$ cat src/rtl/muldiv_unit.sv
// muldiv_unit: iterative RV32M execute unit (mul/mulh/mulhsu/mulhu/div/divu/rem/remu).
// One operation in flight; fixed 34-cycle latency from the accepting edge to done.
//
// Ports:
//   clk, rst          rising-edge clock, asynchronous active-high reset
//   start             request strobe for a new operation
//   op_onehot[7:0]    decoder M bits: mul, mulh, mulhsu, mulhu, div, divu, rem, remu
//   rs1_val, rs2_val  operand A (multiplicand/dividend), operand B (multiplier/divisor)
//   rd_in             destination register index
//   kill              pipeline flush; aborts the in-flight operation
//   busy              high in PREP, CALC, FIX
//   done              one-cycle pulse; result and rd_out valid
//   result, rd_out    registered result and destination; held until the next done
//
// Handshake: a request is taken on a rising edge where start=1, kill=0, op_onehot is
// exactly one-hot and the unit is in IDLE or DONE. There is no backpressure on the
// result side: done is a single-cycle pulse and the consumer must take it then.
module muldiv_unit #(
  parameter int XLEN = 32
) (
  input  logic            clk,
  input  logic            rst,
  input  logic            start,
  input  logic [7:0]      op_onehot,
  input  logic [XLEN-1:0] rs1_val,
  input  logic [XLEN-1:0] rs2_val,
  input  logic [4:0]      rd_in,
  input  logic            kill,
  output logic            busy,
  output logic            done,
  output logic [XLEN-1:0] result,
  output logic [4:0]      rd_out
);

  typedef enum logic [2:0] {
    S_IDLE = 3'd0,
    S_PREP = 3'd1,
    S_CALC = 3'd2,
    S_FIX  = 3'd3,
    S_DONE = 3'd4
  } state_t;

  state_t state, state_nxt;

  logic [7:0]        op_q;
  logic [XLEN-1:0]   a_q, b_q;
  logic [4:0]        rd_q;
  logic [XLEN-1:0]   a_mag, b_mag;
  logic              a_neg, b_neg;
  logic [2*XLEN-1:0] acc;
  logic [4:0]        cnt;

  logic op_valid, accept;
  assign op_valid = (op_onehot != 8'd0) && ((op_onehot & (op_onehot - 8'd1)) == 8'd0);
  assign accept   = start && !kill && op_valid && (state == S_IDLE || state == S_DONE);

  assign busy = (state == S_PREP) || (state == S_CALC) || (state == S_FIX);
  assign done = (state == S_DONE);

  // Operand signedness from the latched op.
  logic is_mul, is_div, a_signed, b_signed;
  assign is_mul   = |op_q[3:0];
  assign is_div   = op_q[4] | op_q[6];
  assign a_signed = op_q[1] | op_q[2] | op_q[4] | op_q[6];
  assign b_signed = op_q[1] | op_q[4] | op_q[6];

  logic            a_is_neg, b_is_neg;
  logic [XLEN-1:0] a_abs, b_abs;
  assign a_is_neg = a_signed & a_q[XLEN-1];
  assign b_is_neg = b_signed & b_q[XLEN-1];
  assign a_abs    = a_is_neg ? -a_q : a_q;
  assign b_abs    = b_is_neg ? -b_q : b_q;

  // Multiply step: add multiplicand into the high half when the current multiplier
  // bit is set, then shift the whole 64-bit accumulator right by one.
  logic [XLEN:0]     mul_sum;
  logic [2*XLEN-1:0] mul_next;
  assign mul_sum  = {1'b0, acc[2*XLEN-1:XLEN]} + {1'b0, (b_mag[0] ? a_mag : '0)};
  assign mul_next = {mul_sum, acc[XLEN-1:1]};

  // Restoring divide step: acc high = partial remainder, acc low = quotient bits.
  // The shifted remainder can need XLEN+1 bits; when it is >= divisor the true
  // difference is below the divisor, so the low XLEN bits of the subtraction suffice.
  logic [XLEN:0]     div_shift;
  logic [XLEN-1:0]   div_sub;
  logic              div_ge;
  logic [2*XLEN-1:0] div_next;
  assign div_shift = {acc[2*XLEN-1:XLEN], a_mag[XLEN-1]};
  assign div_ge    = div_shift >= {1'b0, b_mag};
  assign div_sub   = div_shift[XLEN-1:0] - b_mag;
  assign div_next  = {(div_ge ? div_sub : div_shift[XLEN-1:0]), acc[XLEN-2:0], div_ge};

  // Sign fix-up and output selection.
  localparam logic [XLEN-1:0] INT_MIN = {1'b1, {(XLEN-1){1'b0}}};
  logic [2*XLEN-1:0] prod;
  logic              div_zero, div_ovf;
  logic [XLEN-1:0]   quo, rem, q_fix, r_fix, fix_val;
  assign prod     = (a_neg ^ b_neg) ? -acc : acc;
  assign quo      = acc[XLEN-1:0];
  assign rem      = acc[2*XLEN-1:XLEN];
  assign div_zero = (b_q == '0);
  assign div_ovf  = is_div && (a_q == INT_MIN) && (b_q == '1);
  assign q_fix    = div_zero ? '1 : div_ovf ? INT_MIN : ((a_neg ^ b_neg) ? -quo : quo);
  assign r_fix    = div_zero ? a_q : div_ovf ? '0 : (a_neg ? -rem : rem);

  always_comb begin
    fix_val = '0;
    if (op_q[0])                fix_val = prod[XLEN-1:0];
    else if (|op_q[3:1])        fix_val = prod[2*XLEN-1:XLEN];
    else if (op_q[4] | op_q[5]) fix_val = q_fix;
    else if (op_q[6] | op_q[7]) fix_val = r_fix;
  end

  always_comb begin
    state_nxt = state;
    case (state)
      S_IDLE: if (accept) state_nxt = S_PREP;
      S_PREP: state_nxt = kill ? S_IDLE : S_CALC;
      S_CALC: begin
        if (kill)              state_nxt = S_IDLE;
        else if (cnt == 5'd31) state_nxt = S_FIX;
      end
      S_FIX:  state_nxt = kill ? S_IDLE : S_DONE;
      S_DONE: state_nxt = accept ? S_PREP : S_IDLE;
      default: state_nxt = S_IDLE;
    endcase
  end

  always_ff @(posedge clk or posedge rst) begin
    if (rst) state <= S_IDLE;
    else     state <= state_nxt;
  end

  always_ff @(posedge clk or posedge rst) begin
    if (rst) begin
      op_q   <= '0;
      a_q    <= '0;
      b_q    <= '0;
      rd_q   <= '0;
      a_mag  <= '0;
      b_mag  <= '0;
      a_neg  <= 1'b0;
      b_neg  <= 1'b0;
      acc    <= '0;
      cnt    <= '0;
      result <= '0;
      rd_out <= '0;
    end else begin
      if (accept) begin
        op_q <= op_onehot;
        a_q  <= rs1_val;
        b_q  <= rs2_val;
        rd_q <= rd_in;
      end
      case (state)
        S_PREP: begin
          a_mag <= a_abs;
          b_mag <= b_abs;
          a_neg <= a_is_neg;
          b_neg <= b_is_neg;
          acc   <= '0;
          cnt   <= '0;
        end
        S_CALC: begin
          cnt <= cnt + 5'd1;
          if (is_mul) begin
            acc   <= mul_next;
            b_mag <= b_mag >> 1;
          end else begin
            acc   <= div_next;
            a_mag <= a_mag << 1;
          end
        end
        S_FIX: begin
          if (!kill) begin
            result <= fix_val;
            rd_out <= rd_q;
          end
        end
        default: ;
      endcase
    end
  end

endmodule

$ cat config.mk
export PLATFORM = sky130hd
export DESIGN_NAME = muldiv_unit
export DESIGN_NICKNAME = d
export VERILOG_FILES = /design/src/rtl/muldiv_unit.sv
export SDC_FILE = /design/constraint.sdc
export NUM_CORES = 1
export LEC_CHECK = 0
export ABC_CLOCK_PERIOD_IN_PS = 7210
export CORE_MARGIN = 3
export CORE_UTILIZATION = 55
export CTS_BUF_LIST = sky130_fd_sc_hd__clkbuf_8 sky130_fd_sc_hd__clkbuf_16
export DETAILED_ROUTE_END_ITERATION = 10
export GPL_TIMING_DRIVEN = 0
export PLACE_DENSITY_LB_ADDON = 0.3
export SLEW_MARGIN = 20
export SYNTH_ARGS = -nofsm -noshare
export SYNTH_HDL_FRONTEND = slang
export SYNTH_SLANG_ARGS = --single-unit
export TNS_END_PERCENT = 20
$ cat constraint.sdc
create_clock -name clk -period 7.21 [get_ports clk]
set_input_delay 0.721 -clock clk [delete_from_list [all_inputs] [get_ports clk]]
set_output_delay 0.721 -clock clk [all_outputs]
set_load 0.02 [all_outputs]
# After elaboration in Yosys (flattened, before gate mapping)
# Index checks and enable logic that the tools add are counted.
[word_totals]
register_bits = 252
input_bits = 81
word_cells = 97
[op_classes]
add_sub_neg = 9
n_lt_le_gt_ge = 1
eq_ne = 11
mux = 29
bitwise = 13
reduce_logical = 21
[op_table]
columns = ["op", "count"]
rows = [
  ["2-to-1 mux 32 bit", 16],
  ["2-to-1 mux 64 bit", 2],
  ["negator 32 bit", 4],
  ["one-hot mux 32 bit (2 select lines)", 2],
  ["one-hot mux 64 bit (2 select lines)", 1],
  ["== test 32 bit (second input constant)", 2],
  ["negator 64 bit", 1],
  ["adder 32 x 32 -> 33 bit", 1],
  ["greater-or-equal comparator 33 x 32 -> 1 bit", 1],
  ["zero test 32 bit", 1],
  ["subtractor 32 bit", 1],
  ["one-hot mux 3 bit (5 select lines)", 1],
  ["2-to-1 mux 3 bit", 4],
  ["one-hot mux 5 bit (2 select lines)", 1],
  ["bitwise AND 8 bit", 1],
  ["zero test 8 bit", 1],
  ["bitwise OR 1 bit", 8],
  ["AND reduction 2 bit", 4],
  ["nonzero test 8 bit", 1],
  ["subtractor 8 x 1 -> 8 bit (second input constant)", 1],
  ["== test 3 x 2 -> 1 bit (second input constant)", 2],
  ["logical AND 1 bit", 6],
  ["inequality test 2 bit (second input constant)", 3],
  ["adder 5 x 1 -> 5 bit (second input constant)", 1],
  ["other kinds (15)", 18],
]

# Logic depth before layout (Yosys ltp)
# Gate-level depths: netlist of the first run.
[depth]
ltp_word = 9
depth_mapped = 14

# Least setup slack after synthesis of the first run
# No wires, ideal clock.
[synth_timing]
kind = "reg2reg"
startpoint = "register acc[55]"
endpoint = "register acc[62]"
setup_ns = 0.118
arrival_time_ns = 3.078
path_slack_ns = 4.014
stages_incl_launch_ff = 13
n_path_buf = 2
synth_period_minus_slack_ns = 3.196
cell_sequence = "dfrtp_1 -> ha_1 -> and3_1 -> or2_2 -> clkbuf_1 -> nor2b_1 -> a31oi_1 -> nand2b_1 -> nor4b_1 -> nor2_1 -> buf_1 -> o21a_1 -> a21o_1"
[synth_between]
elab_chain_cells = 4
[synth_lines]
columns = ["item", "line", "text"]
rows = [
  ["start, declared", "50", "logic [2*XLEN-1:0] acc;"],
  ["start signal, assigned", "167", "acc <= mul_next;"],
  ["start signal, assigned", "170", "acc <= div_next;"],
  ["subtractor 32 bit or greater-or-equal comparator 33 x 32 -> 1 bit (tied branches)", "90, 89", ""],
  ["2-to-1 mux 32 bit", "91", "assign div_next = {(div_ge ? div_sub : div_shift[XLEN-1:0]), acc[XLEN-2:0], div_ge};"],
  ["2-to-1 mux 64 bit *", "166", "if (is_mul) begin"],
  ["one-hot mux 64 bit (2 select lines) *", "155", "case (state)"],
]
# Mark *: on every way between the ends. The rest lies on a longest branch, timed or not.
# A chain may end at the register's enable or synchronous reset.

# Worst setup path in the final report of the first run
[layout_timing]
startpoint = "register a_q[1]"
endpoint = "register result[20]"
[layout_between]
elab_chain_cells = 9
[layout_lines]
columns = ["item", "line", "text"]
rows = [
  ["start, declared", "46", "logic [XLEN-1:0] a_q, b_q;"],
  ["start signal, assigned", "151", "a_q <= rs1_val;"],
  ["== test 32 bit *", "102", "assign div_ovf = is_div && (a_q == INT_MIN) && (b_q == '1);"],
  ["logical AND 1 bit * (2 in a row)", "102", ""],
  ["2-to-1 mux 32 bit (2 in a row)", "104", "assign r_fix = div_zero ? a_q : div_ovf ? '0 : (a_neg ? -rem : rem);"],
  ["2-to-1 mux 32 bit", "111", "else if (op_q[6] | op_q[7]) fix_val = r_fix;"],
  ["2-to-1 mux 32 bit *", "110", "else if (op_q[4] | op_q[5]) fix_val = q_fix;"],
  ["2-to-1 mux 32 bit *", "109", "else if (|op_q[3:1]) fix_val = prod[2*XLEN-1:XLEN];"],
  ["2-to-1 mux 32 bit *", "108", "if (op_q[0]) fix_val = prod[XLEN-1:0];"],
  ["end signal, assigned", "176", "result <= fix_val;"],
  ["end, declared", "31", "output logic [XLEN-1:0] result,"],
]
# Marked as above.

==> impl_metrics.ini, run 1 <==
[logic_synthesis]
synth_cell_types = 84
syn_inst = 2354
syn_area_per_cell_um2 = 8.219
synthArstFlopShare = 1.000
synth_area_um2 = 19350
ys_warn_count = 0
synth_fp_nets = 2509
ys.flop_type = dfrtp_1
ys_seq_area_frac = 0.3259
ys_ff_latch = 252
synth_edf_count = 0

[timing]
max_slew_margin = 0.2818
finalHoldViolations = 0
hold_ws_ps = 470.8
rsz0062_at_grt = no
final.period_utilization = 0.7250
drv_slew = 0
fin_crit_ps = 5227
finalSetupViolCount = 0
finClkSkew_ps = 31.28
fmax_mhz = 191.3
finalSetupTns_ps = 0
tightest_slew_ps = 1077

[setup_path]
reg2reg_depth = 12
cp_data_arrival_time_ps = 5690
r2r-end = result[20]
reg2reg_from = a_q[1]
path_max_fanout = 10
required_ps = 7680
startpoint_type = flip-flop
crit_path_end_kind = flip-flop
crit_type = flip-flop to flip-flop
rrSetupSlack_ps = 1980

[grt]
grt_use_total = 0.3903
grt_pass1_vias = 18773
grt_max_degree = 36
grt_pass1_wl_mm = 114.5
overflow = 0
antenna_found_initial = 0

[detailed_routing]
vias = 19915
wire_per_inst_um = 25.30
wirelength_mm = 75.55
drc = 0
first_pass_iters = 7
viasPerCell = 6.669
ant_nets = 0
dr.first_iter.drc_count = 2745

[clock_network]
clk_pin_slew_ps = 60
cts_buffers = 28
htree_levels = 1
cts_setup_buffers = 0
cts_hold_buffers = 0
cts_tree = yes
cts.repair.resized = 0
clk_path_buf_depth = 3
clkLatencyLatePin_ps = 600
cts_num_sinks = 252
root_buffer = clkbuf_16

[die]
fp.dieH_um = 193.6
dieArea_um2 = 37460
initial_utilization = 0.5587
io_pins = 120
die_x_um = 193.6
core_area_um2 = 34630
rows = 68

[power_and_ir_drop]
pwr-share-seq = 0.265
peakVddDrop_mv = 0.2553
p_per_area_nw_per_um2 = 330.6
swShare = 0.4687
p_sw_w = 0.003449
power.internal_w = 0.003910
leakage_nw = 9.609
pwr-share-clk = 0.203
p_comb_frac = 0.532

[placement]
dp_hpwl_mm = 58.75
placement.io_buffers = 119
gp_congestion = 1.052

[layout]
antenna_cells = 0
finalNetCount = 2666
drive_above_1_share = 0.07349
area_growth_pct = 15.06

[hold_path]
min_path_type = flip-flop to flip-flop
min_from = rd_q[1]
worstHoldPathCells = 2
whs_endpoint = rd_out[1]

[status]
outcome = completed

[flow_run]
maxCapViolations = 0
## cell usage in the layout (no fill, tap or decap), types with 18 or more instances in the layout
cell             instances
a211oi_1                26
a21o_1                  29
a21oi_1                205
a22oi_1                 20
a31oi_1                 24
and2_1                  37
buf_1                   20
clkbuf_1               133
clkbuf_16               28
clkdlybuf4s50_1        119
dfrtp_1                252
ha_1                    72
inv_1                   75
mux2_2                  78
mux2i_1                 50
nand2_1                219
nand3_1                 46
nand4_1                 25
nor2_1                 168
nor3_1                  52
nor4_1                  18
o211ai_1                37
o21ai_0                257
o31ai_1                 29
o41ai_1                 19
or3_1                   26
xnor2_1                 90
xor2_1                  95
## power groups by stage
stage          clock (W)  combinational [W]  sequential, W
6_report         0.00149            0.00391        0.00195
5_1_grt          0.00155            0.00419        0.00197
4_1_cts          0.00150            0.00375        0.00193
3_5_place_dp           0            0.00372        0.00195
3_3_place_gp           0            0.00367        0.00194
2_1_floorplan          0            0.00271        0.00182
## per-layer routing
metal  vias to the layer above  GRT usage  share of wire
met5                         -          0              0
met2                      1210     0.5810           0.42
met3                       226    0.09021           0.11
met4                         0     0.1390          0.046
li1                       8860          -              -
met1                      9619     0.5590           0.42
## stage by stage
stage                     setup WS, ps  area (um^2)  cells    util  power (W)
final                             1983        22260   2986  0.6428   0.007358
after global routing              2156        22260   2986  0.6428   0.007707
after CTS                         2457        22250   2986  0.6427   0.007177
after detailed placement          2508        21300   2936  0.6152   0.005673
after global placement            1310        21110   2928  0.6097   0.005610
after floorplan                   3173        19350   2354       -   0.004526
## layout make-up
class                   instances  area (um^2)
flip-flops and latches        252         6306
repair buffers                127         1359
fillers                      2963        12370
inverters                      71        270.3
well taps                     455        569.3
clock inverters                17        182.7
plain buffers                 170        676.9
multi-input cells            1861        12130
clock buffers                  33        769.5
## flip-flops by register name (all words and copies together), names as in the netlist, 5 cells and up
name,flops
b_q,32
rd_q,5
cnt,5
op_q,8
result,32
rd_out,5
a_q,32
acc,64
b_mag,32
a_mag,32
## cells in the mapped netlist, types with 15 or more instances
library cell    n  share of area
o31ai_1        30          0.012
buf_1          20         0.0039
or3_1          26         0.0084
xnor2_1        90          0.041
nand4_1        25         0.0081
o211ai_1       37          0.014
dfrtp_1       252           0.33
nor2_1        168          0.033
o21ai_0       257          0.066
and2_1         37          0.012
a31oi_1        24         0.0078
a22oi_1        20         0.0078
xor2_1         95          0.043
clkbuf_1      133          0.026
mux2i_1        50          0.026
and3_1         17         0.0055
inv_1          70          0.014
a211oi_1       26          0.010
mux2_2         78          0.045
nand2b_1       17         0.0055
nor4_1         20         0.0065
nand3_1        46          0.012
o41ai_1        19         0.0086
nand2_1       219          0.042
nor2b_1        15         0.0049
a21oi_1       205          0.053
nor3_1         52          0.013
a21o_1         29          0.011
ha_1           72          0.047
## how the worst max path moves through the flow
stage / startpoint / end / slack [ps]
after floorplan: rst / a_mag[0] / 3170
after global routing: a_q[1] / result[1] / 2160
after CTS: a_q[1] / result[20] / 2460
after detailed placement: a_q[1] / result[5] / 2510
after global placement: rst / rd_q[3] / 1310
final: a_q[1] / result[20] / 1980
## critical path, stage by stage, from the launching register on
cell	delay [ps]
dfrtp_1	470
inv_1	150
ha_1	230
nor4b_1	350
nor4bb_1	850
nand4_1	600
nor2_1	980
clkbuf_1	680
nor3_1	140
a21oi_1	260
o21ai_0	160
a21oi_1	180
nor2_1	50
## logic make-up after synthesis
group                    count (synthesis)  share of synthesized area
adder cells (fa/ha/maj)                 75                    0.04915
XOR/XNOR                               185                    0.08375
AO/OA/AOI/OAI                          769                     0.2437
flip-flops                             252                     0.3259
AND/OR/NAND/NOR                        704                     0.1774
multiplexers                           128                    0.07127
buffers and inverters                  241                    0.04876
No activity file was read; power rests on OpenSTA's default activity.
==> inputs of run 2 (changes only) <==
--- a/config.mk
+++ b/config.mk
@@ -5,7 +5,7 @@
 export SDC_FILE = /design/constraint.sdc
 export NUM_CORES = 1
 export LEC_CHECK = 0
-export ABC_CLOCK_PERIOD_IN_PS = 7210
+export ABC_CLOCK_PERIOD_IN_PS = 4960
 export CORE_MARGIN = 3
 export CORE_UTILIZATION = 55
 export CTS_BUF_LIST = sky130_fd_sc_hd__clkbuf_8 sky130_fd_sc_hd__clkbuf_16
==> constraint.sdc (replaced) <==
create_clock -name clk -period 4.96 [get_ports clk]
set_input_delay 0.496 -clock clk [delete_from_list [all_inputs] [get_ports clk]]
set_output_delay 0.496 -clock clk [all_outputs]
set_load 0.02 [all_outputs]
==> run 2 against run 1 <==
Wire length about the same. Critical endpoint unchanged. Worst setup slack worse by 2100 ps. Flip-flop and latch count unchanged. Power up 45%. Critical path depth unchanged. The flow now finishes with violations (negative setup slack).
==> impl_metrics.ini, run 2 (synthesis results as in run 1) <==
[grt]
grt_pass1_vias = 18773
grt_max_degree = 36
overflow = 0
grt_use_total = 0.3903
antenna_found_initial = 0
grt_pass1_wl_mm = 114.5

[clock_network]
cts_num_sinks = 252
cts_buffers = 28
root_buffer = clkbuf_16
clkLatencyLatePin_ps = 600
cts_tree = yes
clk_pin_slew_ps = 70
cts.repair.resized = 0
cts_setup_buffers = 0
htree_levels = 1
clk_path_buf_depth = 3
cts_hold_buffers = 0

[timing]
fin_crit_ps = 5096
max_slew_margin = 0.2629
tightest_slew_ps = 1091
finalHoldViolations = 0
fmax_mhz = 196.2
finalSetupViolCount = 5
finalSetupTns_ps = -436.6
final.period_utilization = 1.028
rsz0062_at_grt = no
drv_slew = 0
finClkSkew_ps = 30.91
setup_ws_ps = -136.4
hold_ws_ps = 275.3

[detailed_routing]
first_pass_iters = 8
wire_per_inst_um = 25.31
vias = 19855
wirelength_mm = 75.57
dr.first_iter.drc_count = 2590
viasPerCell = 6.649
drc = 0
ant_nets = 0

[die]
rows = 68
io_pins = 120
dieArea_um2 = 37460
fp.dieH_um = 193.6
die_x_um = 193.6
initial_utilization = 0.5587
core_area_um2 = 34630

[setup_path]
path_max_fanout = 10
cp_common_cell = a21oi_1
crit_type = flip-flop to flip-flop
cp_data_arrival_time_ps = 5560
required_ps = 5420
critical-path-top-delay-family = simple AND/OR/NAND/NOR gates
startpoint_type = flip-flop
crit_path_end_kind = flip-flop
slowest_delay_ps = 910
crit_path_cell_trace = inv_1 -> ha_1 -> nor4b_1 -> nor4bb_1 -> nand4_1 -> nor2_2 -> clkbuf_1 -> nor3_1 -> a21oi_1 -> o21ai_0 -> a21oi_1 -> nor2_1
crit_buf_inv = 2
crit_slowest_cell = nor4bb_1

[layout]
final_util = 0.6429
layout_common_cells = o21ai_0, dfrtp_1, nand2_1
final_common_cell = o21ai_0
regMostFlops = acc
finalNetCount = 2666
stdcell_count = 2986
antenna_cells = 0
regArea_um2 = 6306
fill_cells = 2961
multi_input_area_um2 = 12130
drive_above_1_share = 0.07388
area_growth_pct = 15.07
largest_reg_flops = 64

[power_and_ir_drop]
leakage_nw = 9.608
peakVddDrop_mv = 0.3715
p_per_area_nw_per_um2 = 480.1

[placement]
placement.io_buffers = 119
gp_congestion = 1.052
dp_cells = 2936
dp_hpwl_mm = 58.75

[status]
violations = negative setup slack
outcome = finished, violations left

[hold_path]
min_path_type = input pin to async pin

[flow_run]
maxCapViolations = 0
run 2: worst register-to-register path: cells and delay by family, from the launching register on:
kind | cells | cell delay (ps)
AO/OA/AOI/OAI | 3 | 600
adder cells (fa/ha/maj) | 1 | 230
buffers and inverters | 2 | 850
flip-flops | 1 | 470
AND/OR/NAND/NOR | 6 | 2840
run 2: metal layers:
metal / track usage / part of all wire / vias up
met1: 0.5590 / 0.42 / 9576
li1: - / - / 8860
met3: 0.09021 / 0.11 / 198
met4: 0.1390 / 0.044 / 0
met5: 0 / 0 / -
met2: 0.5810 / 0.42 / 1221
run 2: path summary, 6_finish.rpt:
kind                         start    endpoint  slack, ps  depth (start not counted)
min reg2reg                rd_q[1]   rd_out[1]        470                          2
max                         a_q[1]  result[20]       -140                         12
min                            rst     acc[44]        280                          2
max in group asynchronous      rst     op_q[2]       3620                          5
max reg2reg                 a_q[1]  result[20]       -140                         12
min in group clk           rd_q[1]   rd_out[1]        470                          2
run 2: where the power goes:
group	switching, W	internal (W)	total [W]	leakage (nW)
Sequential	0.000476	0.00236	0.00283	3.41
Clock	0.000920	0.00126	0.00218	0.487
Combinational	0.00361	0.00207	0.00568	5.72
Total	0.00500	0.00568	0.0107	9.61
run 2: cell type report:
cell class / instances / area share
buffer: 170 / 0.03041
multi-input combinational: 1861 / 0.5448
clock inverter: 17 / 0.008205
tap: 455 / 0.02557
clock buffer: 33 / 0.03456
sequential: 252 / 0.2833
timing repair buffer: 127 / 0.06104
inverter: 71 / 0.01214
run 2: metrics by stage:
stage / power (W) / setup WS [ps] / area (um^2)
3_3_place_gp: 0.008155 / -715.2 / 21110
5_1_grt: 0.01120 / 123.9 / 22260
2_1_floorplan: 0.006579 / 1148 / 19350
3_5_place_dp: 0.008246 / 258.4 / 21300
4_1_cts: 0.01043 / 207.3 / 22250
6_report: 0.01069 / -136.4 / 22260
